--- src/rtl/xoodyak_input_loader_pkg.sv ---
// Shared types and frame-layout constants for the xoodyak input loader.
package xood_loader_pkg;

  typedef enum logic [1:0] {
    LOAD  = 2'd0,
    START = 2'd1,
    BUSY  = 2'd2
  } ld_state_t;

  localparam int unsigned ENC_WORDS = 18;
  localparam int unsigned DEC_WORDS = 22;

  localparam int unsigned KEY_B   = 0;
  localparam int unsigned NONCE_B = 4;
  localparam int unsigned AD_B    = 8;
  localparam int unsigned TEXT_B  = 12;
  localparam int unsigned TAG_B   = 18;

  // Index of the final word of a frame for the given operating mode.
  function automatic logic [4:0] last_idx(input logic dec);
    logic [4:0] r;
    if (dec) begin
      r = 5'(DEC_WORDS - 1);
    end else begin
      r = 5'(ENC_WORDS - 1);
    end
    return r;
  endfunction

endpackage

--- src/rtl/xoodyak_input_loader_if.sv ---
// Word-stream handshake between an upstream producer and the xoodyak input loader.
interface xoodyak_input_loader_if #(
  parameter int W = 32
);
  logic [W-1:0] in_data;
  logic         in_valid;
  logic         in_sof;
  logic         in_opmode;
  logic         in_ready;

  modport master (
    output in_data,
    output in_valid,
    output in_sof,
    output in_opmode,
    input  in_ready
  );

  modport slave (
    input  in_data,
    input  in_valid,
    input  in_sof,
    input  in_opmode,
    output in_ready
  );
endinterface

--- src/rtl/xoodyak_input_loader_demux.sv ---
// Decodes a frame word index into one field write enable and the 32-bit lane within that field.
module xood_word_demux
  import xood_loader_pkg::*;
(
  input  logic [4:0] i_idx,
  output logic       o_we_key,
  output logic       o_we_nonce,
  output logic       o_we_ad,
  output logic       o_we_text,
  output logic       o_we_tag,
  output logic [2:0] o_lane
);

  logic [4:0] w_off;

  // Field select by index range; indices past the tag field select nothing.
  always_comb begin
    o_we_key   = 1'b0;
    o_we_nonce = 1'b0;
    o_we_ad    = 1'b0;
    o_we_text  = 1'b0;
    o_we_tag   = 1'b0;
    w_off      = 5'd0;
    if (i_idx < 5'(NONCE_B)) begin
      o_we_key = 1'b1;
      w_off    = i_idx - 5'(KEY_B);
    end else if (i_idx < 5'(AD_B)) begin
      o_we_nonce = 1'b1;
      w_off      = i_idx - 5'(NONCE_B);
    end else if (i_idx < 5'(TEXT_B)) begin
      o_we_ad = 1'b1;
      w_off   = i_idx - 5'(AD_B);
    end else if (i_idx < 5'(TAG_B)) begin
      o_we_text = 1'b1;
      w_off     = i_idx - 5'(TEXT_B);
    end else if (i_idx < 5'(DEC_WORDS)) begin
      o_we_tag = 1'b1;
      w_off    = i_idx - 5'(TAG_B);
    end else begin
      w_off = 5'd0;
    end
    o_lane = w_off[2:0];
  end

endmodule

--- src/rtl/xoodyak_input_loader.sv ---
// Assembles xoodyak core operands from a 32-bit word stream and launches the core.
// Optional: define XOOD_LOADER_ZEROIZE_EN to clear key/textin/tag when the core finishes.
module xoodyak_input_loader
  import xood_loader_pkg::*;
#(
  parameter int W      = 32,
  parameter int DATA_W = 128,
  parameter int TEXT_W = 192
) (
  input  logic                eph1,
  input  logic                reset_n,
  xoodyak_input_loader_if.slave s_in,
  output logic [DATA_W-1:0]   key,
  output logic [DATA_W-1:0]   nonce,
  output logic [DATA_W-1:0]   assodata,
  output logic [TEXT_W-1:0]   textin,
  output logic [DATA_W-1:0]   verification_data,
  output logic                opmode,
  output logic                start,
  input  logic                sqzdone,
  output logic                busy
);

  if (W != 32) begin : g_bad_width
    $error("xoodyak_input_loader: only W = 32 is supported");
  end

  ld_state_t         r_state;
  logic [4:0]        r_cnt;
  logic              r_in_ready;
  logic              r_start;
  logic              r_busy;
  logic              r_opmode;
  logic [DATA_W-1:0] r_key;
  logic [DATA_W-1:0] r_nonce;
  logic [DATA_W-1:0] r_ad;
  logic [TEXT_W-1:0] r_text;
  logic [DATA_W-1:0] r_tag;

  logic       w_accept;
  logic       w_write;
  logic       w_last;
  logic [4:0] w_idx;
  logic [W-1:0] w_word;
  logic       w_we_key;
  logic       w_we_nonce;
  logic       w_we_ad;
  logic       w_we_text;
  logic       w_we_tag;
  logic [2:0] w_lane;

  // in_ready is only ever high in LOAD, so acceptance implies LOAD.
  assign w_accept = s_in.in_valid & r_in_ready;
  assign w_idx    = s_in.in_sof ? 5'd0 : r_cnt;
  assign w_write  = w_accept & (s_in.in_sof | (r_cnt != 5'd0));
  assign w_last   = w_write & (w_idx == last_idx(r_opmode));
  assign w_word   = s_in.in_data;

  xood_word_demux u_demux (
    .i_idx      (w_idx),
    .o_we_key   (w_we_key),
    .o_we_nonce (w_we_nonce),
    .o_we_ad    (w_we_ad),
    .o_we_text  (w_we_text),
    .o_we_tag   (w_we_tag),
    .o_lane     (w_lane)
  );

  // Frame sequencing: word counter, handshake and core launch/busy flags.
  always_ff @(posedge eph1 or negedge reset_n) begin
    if (!reset_n) begin
      r_state    <= LOAD;
      r_cnt      <= 5'd0;
      r_in_ready <= 1'b0;
      r_start    <= 1'b0;
      r_busy     <= 1'b0;
    end else begin
      case (r_state)
        LOAD: begin
          r_in_ready <= 1'b1;
          r_start    <= 1'b0;
          r_busy     <= 1'b0;
          if (w_last) begin
            r_state    <= START;
            r_cnt      <= 5'd0;
            r_in_ready <= 1'b0;
            r_start    <= 1'b1;
            r_busy     <= 1'b1;
          end else if (w_write) begin
            r_cnt <= w_idx + 5'd1;
          end else begin
            r_cnt <= r_cnt;
          end
        end
        START: begin
          r_state <= BUSY;
          r_start <= 1'b0;
          r_busy  <= 1'b1;
        end
        BUSY: begin
          if (sqzdone) begin
            r_state    <= LOAD;
            r_busy     <= 1'b0;
            r_in_ready <= 1'b1;
          end else begin
            r_busy <= 1'b1;
          end
        end
        default: begin
          r_state    <= LOAD;
          r_cnt      <= 5'd0;
          r_in_ready <= 1'b0;
          r_start    <= 1'b0;
          r_busy     <= 1'b0;
        end
      endcase
    end
  end

  // Operand registers: written only while loading, so they hold through START/BUSY.
  always_ff @(posedge eph1 or negedge reset_n) begin
    if (!reset_n) begin
      r_opmode <= 1'b0;
      r_key    <= '0;
      r_nonce  <= '0;
      r_ad     <= '0;
      r_text   <= '0;
      r_tag    <= '0;
    end else if (w_write) begin
      if (s_in.in_sof) begin
        r_opmode <= s_in.in_opmode;
      end else begin
        r_opmode <= r_opmode;
      end
      for (int j = 0; j < 4; j++) begin
        if (w_lane == 3'(j)) begin
          if (w_we_key)   r_key[32*j +: 32]   <= w_word;
          if (w_we_nonce) r_nonce[32*j +: 32] <= w_word;
          if (w_we_ad)    r_ad[32*j +: 32]    <= w_word;
          if (w_we_tag)   r_tag[32*j +: 32]   <= w_word;
        end
      end
      for (int j = 0; j < 6; j++) begin
        if (w_we_text && (w_lane == 3'(j))) begin
          r_text[32*j +: 32] <= w_word;
        end
      end
    end
`ifdef XOOD_LOADER_ZEROIZE_EN
    else if ((r_state == BUSY) && sqzdone) begin
      r_key  <= '0;
      r_text <= '0;
      r_tag  <= '0;
    end
`endif
    else begin
      r_opmode <= r_opmode;
    end
  end

  assign s_in.in_ready     = r_in_ready;
  assign key               = r_key;
  assign nonce             = r_nonce;
  assign assodata          = r_ad;
  assign textin            = r_text;
  assign verification_data = r_tag;
  assign opmode            = r_opmode;
  assign start             = r_start;
  assign busy              = r_busy;

endmodule

--- src/flat_wrapper.sv ---
// flat-port wrapper written by rule: the top's interface ports become plain ports
module xoodyak_input_loader_flat import xood_loader_pkg::*;
#(
  parameter int W      = 32,
  parameter int DATA_W = 128,
  parameter int TEXT_W = 192
)
  (eph1, reset_n, key, nonce, assodata, textin, verification_data, opmode, start, sqzdone, busy, s_in_in_data, s_in_in_valid, s_in_in_sof, s_in_in_opmode, s_in_in_ready);
  xoodyak_input_loader_if #(.W(W)) s_in_i ();
  input  logic eph1;
  input  logic reset_n;
  output logic [DATA_W-1:0] key;
  output logic [DATA_W-1:0] nonce;
  output logic [DATA_W-1:0] assodata;
  output logic [TEXT_W-1:0] textin;
  output logic [DATA_W-1:0] verification_data;
  output logic opmode;
  output logic start;
  input  logic sqzdone;
  output logic busy;
  input wire logic [$bits(s_in_i.in_data)-1:0] s_in_in_data;
  input wire logic [$bits(s_in_i.in_valid)-1:0] s_in_in_valid;
  input wire logic [$bits(s_in_i.in_sof)-1:0] s_in_in_sof;
  input wire logic [$bits(s_in_i.in_opmode)-1:0] s_in_in_opmode;
  output wire logic [$bits(s_in_i.in_ready)-1:0] s_in_in_ready;
  assign s_in_i.in_data = s_in_in_data;
  assign s_in_i.in_valid = s_in_in_valid;
  assign s_in_i.in_sof = s_in_in_sof;
  assign s_in_i.in_opmode = s_in_in_opmode;
  assign s_in_in_ready = s_in_i.in_ready;
  xoodyak_input_loader #(.W(W), .DATA_W(DATA_W), .TEXT_W(TEXT_W)) u_core (.eph1(eph1), .reset_n(reset_n), .s_in(s_in_i), .key(key), .nonce(nonce), .assodata(assodata), .textin(textin), .verification_data(verification_data), .opmode(opmode), .start(start), .sqzdone(sqzdone), .busy(busy));
endmodule
--- config.mk ---
export PLATFORM = sky130hd
export DESIGN_NAME = xoodyak_input_loader_flat
export DESIGN_NICKNAME = d
export VERILOG_FILES = /design/src/rtl/xoodyak_input_loader_pkg.sv /design/src/rtl/xoodyak_input_loader_if.sv /design/src/rtl/xoodyak_input_loader_demux.sv /design/src/rtl/xoodyak_input_loader.sv /design/src/flat_wrapper.sv
export SDC_FILE = /design/constraint.sdc
export NUM_CORES = 1
export LEC_CHECK = 0
export CORE_AREA = 8 8 286 288
export CTS_CLUSTER_DIAMETER = 30
export DETAILED_ROUTE_END_ITERATION = 6
export DIE_AREA = 0 0 294 296
export DONT_BUFFER_PORTS = 1
export GPL_ROUTABILITY_DRIVEN = 0
export HOLD_SLACK_MARGIN = 0.1
export PLACE_DENSITY_LB_ADDON = 0.08
export SLEW_MARGIN = 40
export SYNTH_ARGS = -nofsm -noshare
export SYNTH_HDL_FRONTEND = slang
export SYNTH_SLANG_ARGS = --single-unit
export TNS_END_PERCENT = 5
--- constraint.sdc ---
create_clock -name eph1 -period 4.8 [get_ports eph1]
set_clock_uncertainty 0.2 [all_clocks]
set_input_delay 0.48 -clock eph1 [delete_from_list [all_inputs] [get_ports eph1]]
set_output_delay 0.48 -clock eph1 [all_outputs]
set_load 0.005 [all_outputs]
Word-level counts from Yosys, hierarchy flattened

Cells that the tools add are included.

Word-level logic and storage cells: 126
Input port bits: 38
Register bits after elaboration: 715

Bitwise logic cells: 6
Magnitude comparators: 5
Reductions and logical operators: 36
Mux-type cells: 35
Eq/ne operators: 11
$add $sub $neg: 5

Operator list:

| kind                                                                    | number |
|---|---|
| 3-bit AND reduction                                                     | 16 |
| 2-bit AND reduction                                                     | 10 |
| 1-bit 2-to-1 mux                                                        | 19 |
| 3-bit 2-to-1 mux                                                        | 6 |
| 5-bit 2-to-1 mux                                                        | 3 |
| 5-bit by 4-bit < comparator with 1-bit output, second input constant    | 2 |
| 5-bit < comparator, second input constant                               | 2 |
| 5-bit one-hot mux with 2 select lines                                   | 1 |
| 3-bit by 2-bit == test with 1-bit output, second input constant         | 2 |
| 3-bit == test, second input constant                                    | 2 |
| 1-bit logical AND                                                       | 6 |
| 1-bit one-hot mux with 3 select lines                                   | 2 |
| 2-bit one-hot mux with 3 select lines                                   | 1 |
| 3-bit subtractor, second input constant                                 | 2 |
| 5-bit by 1-bit adder with 5-bit output, second input constant           | 1 |
| 5-bit == test                                                           | 1 |
| 5-bit by 3-bit < comparator with 1-bit output, second input constant    | 1 |
| 5-bit nonzero test                                                      | 1 |
| 2-bit 2-to-1 mux                                                        | 2 |
| 1-bit bitwise AND                                                       | 3 |
| 3-bit by 1-bit == test with 1-bit output, second input constant         | 1 |
| 3-bit logical NOT                                                       | 1 |
| 3-bit by 1-bit inequality test with 1-bit output, second input constant | 1 |
| 3-bit by 1-bit subtractor with 3-bit output, second input constant      | 1 |
| other kinds (10)                                                        | 11 |

Logic depth before layout (Yosys ltp)

Depth in word-level cells: 10
Depth in mapped cells: 7
Depth with buffers taken out: 6

By module

From an unflattened synthesis, not the netlist that was laid out.

Cells, all modules: 1675
Area, all modules: 27357.5 um^2

Modules (own cells, without submodules):

| module               | times used | cells each | area each (um^2) |
|---|---|---|---|
| xoodyak_input_loader | 1          | 1654       | 27227.4 |
| xood_word_demux      | 1          | 21         | 130.1 |

Worst setup path before layout

Ideal clock, no wire load.

Path kind: input -> register
From: input s_in_in_sof
To: register u_core.r_cnt[2]
Library setup time: 83 ps
Stages: 7
Slack: 2688 ps
Arrival: 1830 ps
Path through: clkbuf_1 nor2b_1 inv_1 ha_1 and4b_1 or3b_2 o21ai_0

Longest elaborated chain between the ends: 5
Elaborated cells between the ends (all ways): 11

RTL lines:

| item                                                                                        | line                                                   | text |
|---|---|---|
| start, declared                                                                             | flat_wrapper.sv:23                                     | `input wire logic [$bits(s_in_i.in_sof)-1:0] s_in_in_sof;` |
| 5-bit 2-to-1 mux / 1-bit bitwise OR (equally long branches)                                 | xoodyak_input_loader.sv:54, xoodyak_input_loader.sv:55 |  |
| 5-bit by 1-bit adder with 5-bit output (tied with other cells)                              | xoodyak_input_loader.sv:90                             | `r_cnt <= w_idx + 5'd1;` |
| 5-bit 2-to-1 mux / 1-bit bitwise AND (equally long branches)                                | xoodyak_input_loader.sv:89, xoodyak_input_loader.sv:56 |  |
| 5-bit 2-to-1 mux / 3-bit by 1-bit inequality test with 1-bit output (equally long branches) | -                                                      |  |
| 5-bit one-hot mux with 2 select lines / 2-bit AND reduction (equally long branches)         | -                                                      |  |
| end signal, assigned                                                                        | xoodyak_input_loader.sv:90                             |  |
| end signal, assigned                                                                        | xoodyak_input_loader.sv:92                             | `r_cnt <= r_cnt;` |
| end, declared                                                                               | xoodyak_input_loader.sv:29                             | `logic [4:0] r_cnt;` |

Several ways; a longest one is shown, not always the timed one. The select of a mux whose other input is x is not followed.
A chain may end at the register's enable or synchronous reset.

Worst setup path in the final report

From: register u_core.r_cnt[4]
To: register u_core.r_key[81], in the netlist u_core.key[81]

Longest elaborated chain between the ends: 9
Elaborated cells between the ends (all ways): 17

RTL lines:

| item                                     | line                             | text |
|---|---|---|
| 5-bit 2-to-1 mux                         | xoodyak_input_loader.sv:54       | `assign w_idx = s_in.in_sof ? 5'd0 : r_cnt;` |
| 5-bit < comparator                       | xoodyak_input_loader_demux.sv:36 | `end else if (i_idx < 5'(DEC_WORDS)) begin` |
| 3-bit 2-to-1 mux                         | xoodyak_input_loader_demux.sv:36 |  |
| 3-bit 2-to-1 mux                         | xoodyak_input_loader_demux.sv:33 | `end else if (i_idx < 5'(TAG_B)) begin` |
| 3-bit 2-to-1 mux                         | xoodyak_input_loader_demux.sv:30 | `end else if (i_idx < 5'(TEXT_B)) begin` |
| 3-bit 2-to-1 mux                         | xoodyak_input_loader_demux.sv:27 | `end else if (i_idx < 5'(AD_B)) begin` |
| 3-bit 2-to-1 mux                         | xoodyak_input_loader_demux.sv:24 | `if (i_idx < 5'(NONCE_B)) begin` |
| 3-bit by 2-bit == test with 1-bit output | xoodyak_input_loader.sv:136      | `if (w_lane == 3'(j)) begin` |
| 3-bit AND reduction (no source line) *   | -                                |  |
| end signal, assigned by index            | xoodyak_input_loader.sv:137      | `if (w_we_key) r_key[32*j +: 32] <= w_word;` |
| end, declared                            | xoodyak_input_loader.sv:34       | `logic [DATA_W-1:0] r_key;` |

Mark *: on every way between the ends. The rest lies on a longest branch, timed or not.

==> impl_metrics.toml <==
[pwr]
netSwitchingFraction_pct = 24.73
ir_worst_vdd_uv = 269.8
p_leak_uw = 0.01753
power_frac_seq_pct = 37.7
p_per_area_nw_per_um2 = 578.3
p_switching_uw = 5042
pwr-share-clk_pct = 55.8
power.internal_uw = 15340
power_frac_comb_pct = 6.5

[synth]
synth-async-reset-ratio_pct = 100.0
synth.top_cell.area_share_pct = 65.96
synth_nets = 1706
yosysSeqAreaShare_pct = 65.96
ys_warn_count = 0
synth_edf_count = 0
avgSynthCellArea_um2 = 16.32
yosysTopAreaCell = "dfrtp_1"
syn-instance-count = 1662
yosysMostFrequentCell = "dfrtp_1"
synth_flop_cell = "dfrtp_1"
ys_ff_latch = 715
synth_area_um2 = 27130
yosysUniqueCellTypes = 46
synthTopCellsByArea = "dfrtp_1 66%, mux2_2 29%, buf_2 1.2%"
yosys-top-cells-count = "715 x dfrtp_1, 704 x mux2_2, 74 x clkbuf_1"

[detailed_routing]
drt-total-wl_mm = 96.80
drt_pre_antenna_iters = 4
drt_iter0_drc = 741
drc = 0
wire_per_inst_um = 32.57
vias = 15340
via_per_inst = 5.160
final_antenna_net_count = 0

[floorplanning]
die-height_um = 296
io_pins = 746
fp.coreArea_um2 = 76960
floorplan.initialDensity_pct = 35.25
die-area_um2 = 87020
dieWidth_um = 294
fp-row-count = 102

[final_layout]
nets = 1844
drive_above_1_share_pct = 55.16
nFillCells = 6785
final_core_util_pct = 45.81
multi_input_area_um2 = 8752
regArea_um2 = 17890
syn_to_final_growth_pct = 29.96

[sta]
final_max_slew_viol_count = 0
finalHoldViolations = 0
setup_viol = 0
fmax_mhz = 276.0
min_period_over_period_pct = 75.49
period_minus_slack_ns = 3.624
rsz0062_at_grt = "no"
slew-limit-headroom_pct = 38.60
worst_slew_pin_slew_ns = 0.9210
fin_tns_setup_ns = 0

[clock_tree]
clock_latency_ns = 0.68
cts_inserted_buffers = 159
htreeDepth = 4
clock_path_buffers = 3
cts_setup_buffers = 0
tritoncts = "done"
clkSlewWorstSetupHoldPaths_ns = 0.05
clock-sinks = 715
cts_resized = 0
postCtsHoldBufs = 86
clock-root-buffer = "clkbuf_16"

[flow_run]
cap_viol_max_count = 0

[grt]
grt_max_degree = 716
gr-max-usage-layer = "met2"
grt_overflow_total = 0
antenna_found_initial = 2
grt_usage_pct = 21.75
met1_usage_pct = 23.21
grt_pass1_wl_mm = 135.1
use_met2_pct = 37.67
grt_pass1_vias = 16390
grt_util_met3_pct = 9.526

[status]
status = "finished clean"

[critical_path]
cp_num_buf_inv = 2
cp_slowest_stage_delay_ns = 0.76
end_kind = "flop"
slowest_stage = "dfrtp_1"
cp_top_family = "buffers and inverters"
path_cells = "and4bb_2 -> o21ai_0 -> nor2_4 -> buf_4 -> mux2_2 -> dlygate4sd3_1"
crit_fanout = 20
crit_type = "flop to flop"
required_ns = 5.20
start_kind = "flop"
worstPathArrival_ns = 4.02

[worst_hold_path]
min_path_type = "input pin to flop"

[place]
hpwlAfterDp_mm = 64.15
port_buffers = 0
-- routing by layer --
metal | share of wire (%) | vias up | routed length (um)
li1 | - | 6187 | -
met3 | 10 | 160 | 9726
met4 | 3.6 | 2 | 3481
met1 | 35 | 8317 | 33910
met5 | 0.012 | - | 12
met2 | 51 | 670 | 49670
-- worst min-delay path, stage by stage --
cell and delay (ns):
nor2b_1 0.12, ha_1 0.32, inv_1 0.04, o2bb2ai_1 0.05
-- final timing paths --
kind / slack, ns / startpoint / endpoint / cells after the start
max: 1.18 / u_core.r_cnt[4]$_DFFE_PN0P_ / u_core.key[81]$_DFFE_PN0P_ / 6
min: 0.21 / s_in_in_sof / u_core.r_cnt[1]$_DFFE_PN0P_ / 4
max reg2reg: 1.18 / u_core.r_cnt[4]$_DFFE_PN0P_ / u_core.key[81]$_DFFE_PN0P_ / 6
min reg2reg: 0.34 / u_core.nonce[115]$_DFFE_PN0P_ / u_core.nonce[115]$_DFFE_PN0P_ / 1
max in group asynchronous: 1.41 / reset_n / u_core.verification_data[21]$_DFFE_PN0P_ / 6
min in group asynchronous: 0.59 / reset_n / u_core.assodata[3]$_DFFE_PN0P_ / 3
-- state kept, by name (all words and copies together), names as in the netlist --
name and flops:
u_core.key 128, u_core.nonce 128, u_core.assodata 128, u_core.r_cnt 5, u_core.verification_data 128, u_core.start 1
u_core.s_in.in_ready 1, u_core.opmode 1, u_core.r_state 2, u_core.textin 192, u_core.busy 1
-- cells by family (layout without fill, tap and decap cells) --
| family | after synthesis | in the layout | synth area share [%] |
|---|---|---|---|
| compound gates | 29 | 29 | 0.7149 |
| xor+xnor | 2 | 2 | 0.06458 |
| fa+ha+maj | 6 | 6 | 0.2767 |
| buf+inv | 145 | 412 | 2.311 |
| flops | 715 | 715 | 65.96 |
| mux | 706 | 706 | 29.30 |
| other cells | 0 | 3 | 0 |
| simple gates | 59 | 59 | 1.375 |
-- power by group through the flow --
| stage | sequential [uW] | clock (uW) | combinational [uW] |
|---|---|---|---|
| after global routing | 7780 | 12000 | 1460 |
| final | 7690 | 11400 | 1320 |
| after CTS | 7740 | 11600 | 1210 |
| after global placement | 7840 | 0 | 893 |
| after floorplan | 7240 | 0 | 877 |
| after detailed placement | 7820 | 0 | 948 |
-- layout make-up --
type,count,area share (%)
diodes,3,0.02129
clock buffers,215,13.05
clock inverters,75,3.318
inverters,6,0.06388
multi-input cells,802,24.83
flip-flops and latches,715,50.75
well taps,1040,3.691
repair buffers,116,4.273
-- cell usage in the layout (no fill, tap or decap), drive strengths merged, types with 3 or more instances in the layout --
cell           n
dfrtp        715
mux2         705
clkbuf       215
buf           60
dlygate4sd3   56
clkinv        38
bufinv        21
o21ai         12
nor2          12
inv           12
clkinvlp      10
nand2         10
nand3          7
nor2b          6
ha             6
nor4b          4
diode          3
a21oi          3
and4bb         3
o21a           3
nor4           3
-- per-stage QoR --
stage | hold WS [ns] | total power, uW | cell area (um^2) | worst slack, ns | instances
finish | 0.2053 | 20390 | 35250 | 1.176 | 2972
global route | 0.1796 | 21200 | 35250 | 1.033 | 2969
CTS | -0.7859 | 20540 | 35050 | 1.183 | 2959
detailed placement | 0.01119 | 8770 | 28170 | 1.538 | 2583
global placement | 0.006764 | 8728 | 28070 | 1.538 | 2580
floorplan | -0.01559 | 8122 | 27130 | 2.688 | 1662
Power figures use the tool's default switching activity.
